$ cat config.mk
export PLATFORM = sky130hd
export DESIGN_NAME = mem_stage_dcache
export DESIGN_NICKNAME = d
export VERILOG_FILES = /design/src/rtl/mem_stage_dcache.sv
export SDC_FILE = /design/constraint.sdc
export NUM_CORES = 1
export LEC_CHECK = 0
export ABC_AREA = 1
export CORE_MARGIN = 1.5
export CORE_UTILIZATION = 45
export CTS_BUF_LIST = sky130_fd_sc_hd__clkbuf_4
export DETAILED_ROUTE_END_ITERATION = 10
export PLACE_DENSITY_LB_ADDON = 0.25
export SLEW_MARGIN = 20
export SYNTH_ARGS = -nofsm -noshare
export SYNTH_HDL_FRONTEND = slang
export SYNTH_SLANG_ARGS = --single-unit
$ cat constraint.sdc
create_clock -name CLK -period 4 [get_ports CLK]
set_clock_uncertainty 0.2 [all_clocks]
set_input_delay 0.6 -clock CLK [delete_from_list [all_inputs] [get_ports CLK]]
set_output_delay 0.6 -clock CLK [all_outputs]
set_load 0.02 [all_outputs]
$ cat src/rtl/mem_stage_dcache.sv
// mem_stage_dcache: MEM stage with a direct-mapped, write-through, no-write-allocate data cache.
// Optional hit/miss counters are enabled by defining DCACHE_STATS_EN.
`default_nettype none

module mem_stage_dcache #(
    parameter int INDEX_W = 4,
    parameter int DATA_W  = 32
) (
    input  logic              CLK,
    input  logic              RST_N,
    input  logic [DATA_W-1:0] branchTarget,
    input  logic              zeroFlag,
    input  logic [DATA_W-1:0] ALUResult,
    input  logic [DATA_W-1:0] readData2,
    input  logic [4:0]        writeReg,
    input  logic              MemRead,
    input  logic              MemWrite,
    input  logic              Branch,
    input  logic              RegWrite,
    input  logic              MemToReg,
    output logic              pcSrc,
    output logic [DATA_W-1:0] branchTargetOut,
    output logic              stall,
    output logic              mem_req,
    output logic              mem_we,
    output logic [DATA_W-1:0] mem_addr,
    output logic [DATA_W-1:0] mem_wdata,
    input  logic              mem_ack,
    input  logic [DATA_W-1:0] mem_rdata,
    output logic [DATA_W-1:0] readDataOut,
    output logic [DATA_W-1:0] ALUResultOut,
    output logic [4:0]        writeRegOut,
    output logic              RegWriteOut,
    output logic              MemToRegOut,
    output logic              hitOut
`ifdef DCACHE_STATS_EN
    ,
    output logic [31:0]       hitCount,
    output logic [31:0]       missCount
`endif
);

    localparam int LINES = 1 << INDEX_W;
    localparam int TAG_W = DATA_W - INDEX_W - 2;

    typedef enum logic [1:0] {
        IDLE   = 2'd0,
        REFILL = 2'd1,
        WTHRU  = 2'd2
    } state_t;

    state_t state;
    state_t next_state;

    logic [LINES-1:0]  valid;
    logic [TAG_W-1:0]  tag_arr  [LINES];
    logic [DATA_W-1:0] data_arr [LINES];

    logic [INDEX_W-1:0] idx;
    logic [TAG_W-1:0]   tag;
    logic [INDEX_W-1:0] txn_idx;
    logic [TAG_W-1:0]   txn_tag;
    logic               hit;
    logic               load_hit;
    logic               txn_start;

    assign idx      = ALUResult[INDEX_W+1:2];
    assign tag      = ALUResult[DATA_W-1:INDEX_W+2];
    // Refill writes use the latched request address, not the live pipeline inputs.
    assign txn_idx  = mem_addr[INDEX_W+1:2];
    assign txn_tag  = mem_addr[DATA_W-1:INDEX_W+2];
    assign hit      = valid[idx] && (tag_arr[idx] == tag);
    assign load_hit = (state == IDLE) && MemRead && !MemWrite && hit;

    assign pcSrc           = Branch & zeroFlag;
    assign branchTargetOut = branchTarget;

    always_comb begin
        next_state = state;
        stall      = 1'b0;
        case (state)
            IDLE: begin
                stall = MemWrite | (MemRead & ~hit);
                if (MemWrite)
                    next_state = WTHRU;
                else if (MemRead && !hit)
                    next_state = REFILL;
            end
            REFILL, WTHRU: begin
                stall = ~mem_ack;
                if (mem_ack)
                    next_state = IDLE;
            end
            default: next_state = IDLE;
        endcase
    end

    assign txn_start = (state == IDLE) && (next_state != IDLE);

    always_ff @(posedge CLK or negedge RST_N) begin
        if (!RST_N) begin
            state        <= IDLE;
            valid        <= '0;
            mem_req      <= 1'b0;
            mem_we       <= 1'b0;
            mem_addr     <= '0;
            mem_wdata    <= '0;
            readDataOut  <= '0;
            ALUResultOut <= '0;
            writeRegOut  <= '0;
            RegWriteOut  <= 1'b0;
            MemToRegOut  <= 1'b0;
            hitOut       <= 1'b0;
        end else begin
            state   <= next_state;
            mem_req <= (next_state != IDLE);
            mem_we  <= (next_state == WTHRU);
            if (txn_start) begin
                mem_addr  <= {ALUResult[DATA_W-1:2], 2'b00};
                mem_wdata <= readData2;
            end
            if (state == REFILL && mem_ack)
                valid[txn_idx] <= 1'b1;
            if (!stall) begin
                readDataOut  <= (state == REFILL) ? mem_rdata : data_arr[idx];
                ALUResultOut <= ALUResult;
                writeRegOut  <= writeReg;
                RegWriteOut  <= RegWrite;
                MemToRegOut  <= MemToReg;
                hitOut       <= load_hit;
            end else begin
                RegWriteOut  <= 1'b0;
                MemToRegOut  <= 1'b0;
                hitOut       <= 1'b0;
            end
        end
    end

    // Tag and data storage carry no reset; the valid bits alone qualify them.
    always_ff @(posedge CLK) begin
        if (state == REFILL && mem_ack) begin
            tag_arr[txn_idx]  <= txn_tag;
            data_arr[txn_idx] <= mem_rdata;
        end else if (state == IDLE && MemWrite && hit) begin
            data_arr[idx] <= readData2;
        end
    end

`ifdef DCACHE_STATS_EN
    always_ff @(posedge CLK or negedge RST_N) begin
        if (!RST_N) begin
            hitCount  <= '0;
            missCount <= '0;
        end else begin
            if (load_hit && hitCount != 32'hFFFF_FFFF)
                hitCount <= hitCount + 32'd1;
            if (state == IDLE && next_state == REFILL && missCount != 32'hFFFF_FFFF)
                missCount <= missCount + 32'd1;
        end
    end
`endif

endmodule

`default_nettype wire

After elaboration in Yosys (flattened, before gate mapping):

Memory sizes are Yosys's and may differ from the RTL's.
Index checks and enable logic that the tools add are counted.

* magnitude comparators: 3
* eq/ne operators: 4
* mux-type cells: 21
* bitwise logic cells: 6
* reduce and logical (&&, ||, !) cells: 16

Operators by type and width (number)
* $mux 32: 2
* $reduce_or 32->1: 1
* $eq 26x26->1: 1
* $or 16x16->16: 1
* $mux 1: 11
* $logic_and 1x1->1: 10
* $lt 4x5->1 const B: 2
* $mux 2: 3
* $bmux 1 s4: 1
* $demux 1 s4: 1
* $eq 2x2->1 const B: 2
* $ge 4x1->1 const B: 1
* $mux 4: 1
* $pmux 2 s2: 1
* $and 1x1->1: 2
* $eq 2x1->1 const B: 1
* $logic_not 1->1: 2
* $logic_not 2->1: 1
* $not 1->1: 2
* $pmux 1 s2: 1
* $reduce_bool 2->1: 1
* $reduce_or 2->1: 1
* $or 1x1->1: 1

* register bits after elaboration: 154
* memory bits (writable): 928
* input bits: 142
* output and inout bits: 172
* word-level logic and storage cells: 64
* memories: 2

Memory list
* data_arr: depth 16, width 32, read ports 1, clocked after Yosys merged registers in 0, wr ports 1, line 57 `logic [DATA_W-1:0] data_arr [LINES];`
* tag_arr: depth 16, width 26, read ports 1, clocked after Yosys merged registers in 0, wr ports 1, line 56 `logic [TAG_W-1:0] tag_arr [LINES];`

Logic depth before layout (Yosys ltp):

Gate-level depths: netlist of the first run.

* depth after elaboration: 10
* mapped depth: 26
* depth with buffers taken out: 23

Least setup slack after synthesis of the first run:

Ideal clock, no wire load.

* path kind: input to register
* start: input port ALUResult[3]
* end: memory data_arr[3][0], enable pin
* library setup time: 421 ps
* data arrival time: 3870 ps
* required time: 3379 ps
* setup slack: -491 ps
* stages on the path: 20
* buffers on the path: 4
* cell sequence: clkbuf_2 > buf_2 > buf_2 > o21ai_0 > o211ai_1 > nand3_1 > nand2_1 > nand2_1 > nand2_1 > nor2_1 > nand2_1 > nor2_1 > nand2_1 > inv_1 > nand3_1 > buf_2 > nand2_1 > nand2_1 > nand3_1 > nor2_1

* longest elaborated chain between the ends: 9
* elaborated cells on any way between the ends: 12
* classes of those cells: 1 x eq/ne; 7 x mux; 3 x reduce/logical; 1 x memory

Ends and longest elaborated chain
* start, declared: line 13 `input logic [DATA_W-1:0] ALUResult,`
* $mem_v2 16x26 or $bmux 1 s4 (tied branches)
* $eq 26x26->1 or $mux 1 (tied branches): line 72 `assign hit = valid[idx] && (tag_arr[idx] == tag);`
* $logic_and 1x1->1: line 72
* $logic_and 1x1->1: line 144 `end else if (state == IDLE && MemWrite && hit) begin`
* $mux 1: line 144
* $mux 1: line 141 `if (state == REFILL && mem_ack) begin`
* $mux 1 (not written as such): line 145 `data_arr[idx] <= readData2;`
* $reduce_or 32->1 (no source line)
* $mux 4 (no source line) or $mux 1 (tied branches)
* end, declared: line 57

Parallel ways exist; a longest one is shown, timed or not. The select of a mux whose other input is x is not followed.

Final worst setup path of the first run:

* start: memory tag_arr[14][24] (netlist bit)
* end: output port stall

* longest elaborated chain between the ends: 7

Ends and longest elaborated chain
* start, declared: line 56
* $mem_v2 16x26
* $eq 26x26->1: line 72
* $logic_and 1x1->1: line 72
* $not 1->1: line 83 `stall = MemWrite | (MemRead & ~hit);`
* $and 1x1->1: line 83
* $or 1x1->1: line 83
* $pmux 1 s2: line 81 `case (state)`
* end, declared: line 23 `output logic stall,`

No other way between the ends.

==> results of run 1 <==
-- tightest hold or removal path, cell delays in order --
cell                              delay, ns
sky130_fd_sc_hd__clkdlybuf4s50_1       0.58
sky130_fd_sc_hd__nand3_1               0.16
sky130_fd_sc_hd__nand2_1               0.05
-- cell usage after synthesis (9+ instances only) --
cell | number | area (sq um)
sky130_fd_sc_hd__buf_4 | 46 | 345
sky130_fd_sc_hd__dfrtp_1 | 154 | 3850
sky130_fd_sc_hd__nand3_1 | 385 | 1930
sky130_fd_sc_hd__clkbuf_1 | 130 | 488
sky130_fd_sc_hd__edfxtp_1 | 928 | 27900
sky130_fd_sc_hd__o22ai_1 | 24 | 150
sky130_fd_sc_hd__o21ai_1 | 26 | 130
sky130_fd_sc_hd__buf_1 | 20 | 75.1
sky130_fd_sc_hd__nand2_1 | 823 | 3090
sky130_fd_sc_hd__a21oi_1 | 25 | 125
sky130_fd_sc_hd__inv_1 | 219 | 822
sky130_fd_sc_hd__o221ai_1 | 104 | 911
sky130_fd_sc_hd__o21ai_0 | 388 | 1940
sky130_fd_sc_hd__buf_2 | 78 | 390
sky130_fd_sc_hd__o211ai_1 | 47 | 353
sky130_fd_sc_hd__nor2_1 | 460 | 1730
sky130_fd_sc_hd__nand4_1 | 9 | 56.3
sky130_fd_sc_hd__mux2_2 | 18 | 203
-- flip-flops by register name (all words and copies together) (netlist names) --
| signal | flops |
|---|---|
| mem_addr | 30 |
| MemToRegOut | 1 |
| mem_we | 1 |
| mem_req | 1 |
| data_arr | 512 |
| readDataOut | 32 |
| valid | 16 |
| tag_arr | 416 |
| mem_wdata | 32 |
| state | 2 |
| hitOut | 1 |
| writeRegOut | 5 |
| ALUResultOut | 32 |
| RegWriteOut | 1 |
-- logic make-up after synthesis --
logic type / count (synthesis) / synth area share, %
buffers and inverters: 499 / 4.81
muxes: 18 / 0.455
and+or+nand+nor: 1684 / 15.4
AOI/OAI and AO/OA: 614 / 8.10
DFF: 1082 / 71.2
adders and majority gates: 3 / 0.0842
other: 1 / 0.00841
-- metal layers --
layer | vias to the layer above | part of all wire [%] | wire [um]
met4 | 4 | 2.7 | 3560
met3 | 262 | 8.3 | 11000
met5 | - | 0.016 | 21
met1 | 16100 | 41 | 54100
met2 | 1517 | 48 | 63400
li1 | 15100 | - | -
-- final timing paths --
| kind | to | slack (ns) | cells past startpoint |
|---|---|---|---|
| setup / recovery | stall | 0.04 | 17 |
| hold / removal | mem_wdata[9] | 0.11 | 3 |
| setup reg to reg | data_arr[3][19] | 0.26 | 26 |
| hold reg to reg | valid[12] | 0.26 | 2 |
| max in group asynchronous | mem_addr[31] | 2.59 | 4 |
| min in group asynchronous | ALUResultOut[27] | 0.48 | 4 |
-- metrics by stage --
step / utilization [%] / cell area (sq um)
after floorplan: - / 44600
after global placement: 51.5 / 50700
after detailed placement: 51.5 / 50700
after CTS: 56.4 / 55400
after global routing: 56.8 / 55800
final: 56.8 / 55800
-- layout by cell type (no fill, tap or decap), drive strengths merged, types with 5 or more instances in the layout --
cell | netlist | routed
a21oi | 25 | 25
buf | 144 | 279
bufinv | 0 | 5
clkbuf | 131 | 427
clkdlybuf4s50 | 0 | 241
clkinv | 0 | 74
dfrtp | 154 | 154
diode | 0 | 5
dlygate4sd3 | 0 | 99
edfxtp | 928 | 928
inv | 224 | 231
mux2 | 18 | 18
nand2 | 825 | 825
nand3 | 385 | 385
nand4 | 9 | 9
nor2 | 461 | 461
o211ai | 47 | 47
o21ai | 414 | 414
o221ai | 104 | 104
o22ai | 24 | 24
-- power by group --
part / internal [mW] / leakage, nW / switching (mW)
logic: 2.71 / 9.16 / 4.65
registers: 13.8 / 10.2 / 0.990
clock network: 5.16 / 2.19 / 4.49
total: 21.6 / 21.6 / 10.1
-- timing repair --
action	CTS	global route
resized for setup	27	43
hold endpoints to repair	267	0
hold buffers	100	0
setup buffers	5	6
gates cloned	0	7
setup endpoints to repair	1	513
pin swaps	12	30
-- layout make-up --
class	instances	area, sq um	area share [%]
antenna	5	12.5	0.0224
clock buffer	420	3150	5.65
clock inverter	86	480	0.861
inverter	224	862	1.55
multi-input combinational	2321	11200	20.0
sequential	1082	31700	56.9
tap	1287	1610	2.89
timing repair buffer	626	6800	12.2
==> flow_results.xml, run 1 <==
<?xml version="1.0" encoding="UTF-8"?>
<metrics>
  <group name="synthesis">
    <metric name="ys_seq_elements" unit="">1082</metric>
    <metric name="synth.yosys.seq_area_share" unit="%">71.2</metric>
    <metric name="post_synth_edffs" unit="">928</metric>
    <metric name="syn_area" unit="sq um">44600</metric>
    <metric name="instance_count_of_the_mapped_netlist" unit="">3901</metric>
    <metric name="synth.lib_cells_used.distinct" unit="">26</metric>
    <metric name="synth.avg_cell_area" unit="sq um">11.4</metric>
    <metric name="yosysWarningCount" unit="">0</metric>
    <metric name="synth_flop_cell" unit="">sky130_fd_sc_hd__edfxtp_1</metric>
    <metric name="share_of_synthesized_registers_carrying_an_async_set_or_reset" unit="%">14.2</metric>
  </group>
  <group name="worst_setup_path">
    <metric name="worst_setup_path_startpoint" unit="">tag_arr[14][24]</metric>
    <metric name="worst_path_max_delay_cell" unit="">sky130_fd_sc_hd__edfxtp_1</metric>
    <metric name="type_of_origin_of_the_critical_path" unit="">register</metric>
    <metric name="cp.buffers_inverters" unit="">2</metric>
    <metric name="timing.critical_path.slowest_cell_delay" unit="ns">0.36</metric>
    <metric name="cell_by_cell_trace_of_the_critical_path" unit="">nor2_1 -&gt; nor2_1 -&gt; o21ai_0 -&gt; nand3_1 -&gt; nand3_1 -&gt; nand3_1 -&gt; nand2_1 -&gt; nand2_1 -&gt; nor2_1 -&gt; nand2_1 -&gt; nor2_2 -&gt; nand2_4 -&gt; nand3_2 -&gt; nand3_2 -&gt; nand2_2 -&gt; inv_4 -&gt; buf_6</metric>
    <metric name="crit_arrival" unit="ns">3.16</metric>
    <metric name="timing_worst_setup_path_type" unit="">register to primary output</metric>
    <metric name="crit_family" unit="">simple AND/OR/NAND/NOR gates</metric>
    <metric name="endpoint_kind" unit="">primary output</metric>
    <metric name="r2r_start" unit="">tag_arr[14][6]</metric>
    <metric name="critical_path.max_fanout" unit="">3</metric>
    <metric name="data_required_critical_path" unit="ns">3.20</metric>
  </group>
  <group name="floorplanning">
    <metric name="fp-row-count" unit="">115</metric>
    <metric name="floorplan.die_area" unit="sq um">101000</metric>
    <metric name="dieHeight" unit="um">318</metric>
    <metric name="initial_core_util" unit="%">45.3</metric>
    <metric name="floorplan.die.width" unit="um">318</metric>
    <metric name="io_pins" unit="">314</metric>
    <metric name="core_area" unit="sq um">98300</metric>
  </group>
  <group name="placement">
    <metric name="place.detailed.instances" unit="">5425</metric>
    <metric name="place_worst_setup_slack" unit="ns">-0.430</metric>
    <metric name="hpwlAfterDp" unit="mm">75.5</metric>
    <metric name="final_gp_congestion" unit="">0.838</metric>
    <metric name="port_buffers" unit="">247</metric>
  </group>
  <group name="pwr">
    <metric name="p_leak" unit="nW">21.6</metric>
    <metric name="vdd_ir_drop_max" unit="uV">501</metric>
    <metric name="p_per_area" unit="nW/um^2">569</metric>
    <metric name="finalPower" unit="mW">31.8</metric>
  </group>
  <group name="finish">
    <metric name="nets" unit="">4699</metric>
    <metric name="final_layout_size_suffix_gt1_share" unit="%">17.9</metric>
    <metric name="areaGrowthSynthToFinish" unit="%">25.2</metric>
    <metric name="stdcell_count" unit="">6051</metric>
    <metric name="nFillCells" unit="">8153</metric>
  </group>
  <group name="drt">
    <metric name="route.antenna.remaining_nets" unit="">0</metric>
    <metric name="post-route-drc-count" unit="">0</metric>
    <metric name="wl" unit="mm">132</metric>
    <metric name="detail_route.first_pass.iterations" unit="">6</metric>
    <metric name="detailroute.via_count" unit="">33100</metric>
    <metric name="drt_first_iter_violations" unit="">3293</metric>
    <metric name="post_drt_wl_per_cell" unit="um">21.8</metric>
    <metric name="vias_per_cell" unit="">5.46</metric>
  </group>
  <group name="sta">
    <metric name="grt_setup_unrepaired" unit="">true</metric>
    <metric name="min_period" unit="ns">3.96</metric>
    <metric name="finalSetupViolCount" unit="">0</metric>
    <metric name="finalCritPeriodShare" unit="%">99.1</metric>
    <metric name="max_slew_margin" unit="%">25.4</metric>
    <metric name="finalHoldViolCount" unit="">0</metric>
    <metric name="tightest_slew" unit="ns">1.12</metric>
    <metric name="fin_ws" unit="ns">0.0379</metric>
    <metric name="achievable-frequency" unit="MHz">252</metric>
    <metric name="slew_violations" unit="">0</metric>
    <metric name="final.hold.worst_slack" unit="ns">0.108</metric>
    <metric name="finalSetupTns" unit="ns">0</metric>
  </group>
  <group name="min_path">
    <metric name="worst_hold_path_type" unit="">primary input to register</metric>
    <metric name="startpoint_of_the_most_critical_hold_path" unit="">readData2[9]</metric>
  </group>
  <group name="clock_network">
    <metric name="cts.clk_slew.worst_paths" unit="ns">0.06</metric>
    <metric name="clock_latency" unit="ns">1.16</metric>
    <metric name="clock_tree.htree_level_count" unit="">5</metric>
    <metric name="cts_tree" unit="">built</metric>
    <metric name="cts.root.buffer_cell" unit="">sky130_fd_sc_hd__clkbuf_4</metric>
    <metric name="max-clock-path-buffers" unit="">4</metric>
    <metric name="cts_bufs_inserted" unit="">299</metric>
    <metric name="cts_sinks" unit="">1082</metric>
  </group>
  <group name="grt">
    <metric name="grt_use_total" unit="%">25.9</metric>
    <metric name="globalRouteMet3Util" unit="%">5.20</metric>
    <metric name="grt_pass1_vias" unit="">32600</metric>
    <metric name="globalRoute.totalOverflow" unit="">0</metric>
    <metric name="pin_count_of_the_biggest_net_entering_global_routing" unit="">97</metric>
    <metric name="global_route_wire_length_before_repair" unit="mm">198</metric>
    <metric name="grt-busiest-layer" unit="">met2</metric>
    <metric name="grt.met2_usage" unit="%">42.2</metric>
    <metric name="grt_util_met1" unit="%">34.7</metric>
    <metric name="grt_antenna_before_repair" unit="">2</metric>
  </group>
  <group name="job">
    <metric name="drv_cap" unit="">0</metric>
  </group>
  <group name="run_status">
    <metric name="status" unit="">finished, final reports clean</metric>
  </group>
</metrics>
Note: power is estimated with default switching activity, not from simulation.
==> run 2: changes to the inputs <==
--- a/config.mk
+++ b/config.mk
@@ -6,9 +6,9 @@
 export NUM_CORES = 1
 export LEC_CHECK = 0
 export ABC_AREA = 1
-export CORE_MARGIN = 1.5
 export CORE_UTILIZATION = 45
 export CTS_BUF_LIST = sky130_fd_sc_hd__clkbuf_4
+export CTS_CLUSTER_SIZE = 10
 export DETAILED_ROUTE_END_ITERATION = 10
 export PLACE_DENSITY_LB_ADDON = 0.25
 export SLEW_MARGIN = 20
==> flow_results.xml, run 2 (same netlist as run 1, synthesis figures left out) <==
<?xml version="1.0" encoding="UTF-8"?>
<metrics>
  <group name="drt">
    <metric name="wl" unit="mm">135</metric>
    <metric name="drt_first_iter_violations" unit="">3569</metric>
    <metric name="routed.top_layer" unit="">met4</metric>
    <metric name="detailroute.wirelength.met2" unit="mm">64.5</metric>
    <metric name="post-route-drc-count" unit="">0</metric>
    <metric name="vias_per_cell" unit="">5.50</metric>
    <metric name="met1Wirelength" unit="mm">54.8</metric>
    <metric name="met3_length" unit="mm">11.7</metric>
    <metric name="detailroute.via_count" unit="">33200</metric>
    <metric name="detail_route.first_pass.iterations" unit="">6</metric>
    <metric name="post_drt_wl_per_cell" unit="um">22.4</metric>
    <metric name="route.antenna.remaining_nets" unit="">0</metric>
  </group>
  <group name="worst_setup_path">
    <metric name="critical_path.max_fanout" unit="">2</metric>
    <metric name="timing.reg2reg.worst_path_depth" unit="">27</metric>
    <metric name="cell_by_cell_trace_of_the_critical_path" unit="">inv_1 -&gt; nand2_1 -&gt; nand3_1 -&gt; nand3_1 -&gt; nand3_1 -&gt; nand2_1 -&gt; nand2_2 -&gt; nand2_1 -&gt; inv_1 -&gt; nand2_2 -&gt; nor2_1 -&gt; nand2_1 -&gt; nor2_4 -&gt; nand2_4 -&gt; nand3_2 -&gt; nand3_2 -&gt; nand2_2 -&gt; inv_4 -&gt; buf_6</metric>
    <metric name="worst_path_most_repeated_cell" unit="">sky130_fd_sc_hd__nand2_1</metric>
    <metric name="endpoint_kind" unit="">primary output</metric>
    <metric name="type_of_origin_of_the_critical_path" unit="">register</metric>
    <metric name="cp.buffers_inverters" unit="">4</metric>
    <metric name="timing_worst_setup_path_type" unit="">register to primary output</metric>
    <metric name="data_required_critical_path" unit="ns">3.20</metric>
    <metric name="crit_family" unit="">simple AND/OR/NAND/NOR gates</metric>
    <metric name="worst_path_max_delay_cell" unit="">sky130_fd_sc_hd__edfxtp_1</metric>
    <metric name="crit_arrival" unit="ns">3.14</metric>
    <metric name="critical_path_depth" unit="">19</metric>
    <metric name="timing.critical_path.slowest_cell_delay" unit="ns">0.37</metric>
  </group>
  <group name="grt">
    <metric name="grt_antenna_before_repair" unit="">3</metric>
    <metric name="grt_pass1_vias" unit="">32100</metric>
    <metric name="globalRoute.totalOverflow" unit="">0</metric>
    <metric name="grt_use_total" unit="%">26.3</metric>
    <metric name="pin_count_of_the_biggest_net_entering_global_routing" unit="">98</metric>
    <metric name="global_route_wire_length_before_repair" unit="mm">197</metric>
  </group>
  <group name="clock_network">
    <metric name="cts.root.buffer_cell" unit="">sky130_fd_sc_hd__clkbuf_4</metric>
    <metric name="cts_bufs_inserted" unit="">296</metric>
    <metric name="clock_tree.htree_level_count" unit="">5</metric>
    <metric name="cts_tree" unit="">built</metric>
    <metric name="cts_sinks" unit="">1082</metric>
    <metric name="clock_latency" unit="ns">1.14</metric>
    <metric name="max-clock-path-buffers" unit="">4</metric>
    <metric name="cts.clk_slew.worst_paths" unit="ns">0.06</metric>
  </group>
  <group name="sta">
    <metric name="slew_violations" unit="">0</metric>
    <metric name="finalSetupViolCount" unit="">0</metric>
    <metric name="tightest_slew" unit="ns">1.07</metric>
    <metric name="finalHoldViolCount" unit="">0</metric>
    <metric name="max_slew_margin" unit="%">28.7</metric>
    <metric name="achievable-frequency" unit="MHz">254</metric>
    <metric name="fin_ws" unit="ns">0.0571</metric>
    <metric name="min_period" unit="ns">3.94</metric>
    <metric name="grt_setup_unrepaired" unit="">true</metric>
    <metric name="finalCritPeriodShare" unit="%">98.6</metric>
  </group>
  <group name="floorplanning">
    <metric name="floorplan.die_area" unit="sq um">100000</metric>
    <metric name="dieHeight" unit="um">317</metric>
    <metric name="core_area" unit="sq um">98300</metric>
    <metric name="initial_core_util" unit="%">45.3</metric>
    <metric name="fp-row-count" unit="">115</metric>
    <metric name="io_pins" unit="">314</metric>
    <metric name="floorplan.die.width" unit="um">317</metric>
  </group>
  <group name="min_path">
    <metric name="worst_hold_path_type" unit="">primary input to register</metric>
    <metric name="cell_depth_of_the_worst_min_delay_path" unit="">3</metric>
  </group>
  <group name="finish">
    <metric name="share_of_the_core_filled_with_cells" unit="%">57.0</metric>
    <metric name="most-common-layout-cells" unit="">928 x sky130_fd_sc_hd__edfxtp_1, 790 x sky130_fd_sc_hd__nand2_1, 453 x sky130_fd_sc_hd__clkbuf_4, 423 x sky130_fd_sc_hd__nor2_1, 385 x sky130_fd_sc_hd__o21ai_0</metric>
    <metric name="final_layout_size_suffix_gt1_share" unit="%">18.8</metric>
    <metric name="nets" unit="">4702</metric>
    <metric name="largestRegisters" unit="">data_arr x512, tag_arr x416</metric>
    <metric name="registers.top_by_ff_count" unit="">data_arr</metric>
    <metric name="largest_register_ff_count" unit="">512</metric>
    <metric name="layout_commonest_cell" unit="">sky130_fd_sc_hd__edfxtp_1</metric>
    <metric name="areaGrowthSynthToFinish" unit="%">25.6</metric>
  </group>
  <group name="placement">
    <metric name="place_worst_setup_slack" unit="ns">-0.520</metric>
    <metric name="final_gp_congestion" unit="">0.844</metric>
    <metric name="port_buffers" unit="">247</metric>
    <metric name="hpwlAfterDp" unit="mm">75.5</metric>
  </group>
  <group name="run_status">
    <metric name="status" unit="">finished, final reports clean</metric>
  </group>
  <group name="pwr">
    <metric name="p_per_area" unit="nW/um^2">570</metric>
    <metric name="vdd_ir_drop_max" unit="uV">737</metric>
    <metric name="p_leak" unit="nW">21.7</metric>
    <metric name="finalPower" unit="mW">31.9</metric>
  </group>
  <group name="job">
    <metric name="drv_cap" unit="">0</metric>
  </group>
</metrics>
[run 2: cell count changes in the layout (fill, tap and decap cells not counted), sizes merged]
cell,previous run,this run
clkbuf,427,468
dlygate4sd3,99,97
diode,5,7
clkinv,74,32
bufinv,5,3
inv,231,229
[run 2: timing repair]
| item | 4_1_cts | 5_1_grt |
|---|---|---|
| buffers inserted | 9 | 15 |
| hold buffers | 98 | 0 |
| pin swaps | 14 | 42 |
| gates cloned | 0 | 15 |
| gates resized for setup | 33 | 63 |
| endpoints found under the setup margin | 1 | 515 |
| endpoints found under the hold margin | 262 | 0 |
[run 2: report_power, final]
group	internal [mW]	switching, mW	total, mW
Sequential	13.8	1.00	14.8
Combinational	2.74	4.67	7.41
Clock	5.30	4.42	9.72
[run 2: worst paths after layout]
| path | startpoint | endpoint | slack, ns |
|---|---|---|---|
| max reg2reg | tag_arr[5][11] | data_arr[12][11] | 0.17 |
| max in group asynchronous | RST_N | readDataOut[31] | 2.62 |
| min | MemRead | hitOut | 0.11 |
| min reg2reg | valid[8] | valid[8] | 0.26 |
| min in group asynchronous | RST_N | valid[6] | 0.49 |
| max | tag_arr[15][17] | stall | 0.06 |
[run 2: area by class of cell]
cell class / instances / area, sq um
clock buffer: 453 / 3400
inverter: 224 / 862
fill: 8041 / 42300
tap: 1287 / 1610
timing repair buffer: 632 / 6900
clock inverter: 40 / 235
sequential: 1082 / 31700
antenna: 7 / 17.5
multi-input combinational: 2321 / 11300
[run 2: tightest hold or removal path, delay by kind of cell]
| family | cells | cell delay [ns] |
|---|---|---|
| AND/OR/NAND/NOR | 2 | 0.27 |
| buffers and inverters | 1 | 0.49 |
[run 2: per-stage QoR]
stage | TNS (ns) | instances | cell area, sq um | hold slack (ns)
2_1_floorplan | -214.84 | 3902 | 44600 | 0.104
3_3_place_gp | -196.92 | 5412 | 50400 | 0.239
3_5_place_dp | -248.59 | 5412 | 50400 | 0.245
4_1_cts | -0.0879 | 6011 | 55200 | 0.00311
5_1_grt | -0.224 | 6045 | 56000 | 0.0424
6_report | 0 | 6046 | 56000 | 0.110
[run 2: layer usage]
layer  up-vias  global-route usage [%]
met5         -                       0
met2      1648                    42.0
met3       269                    4.80
li1      15100                       -
met1     16200                    35.7
met4         0                    10.9
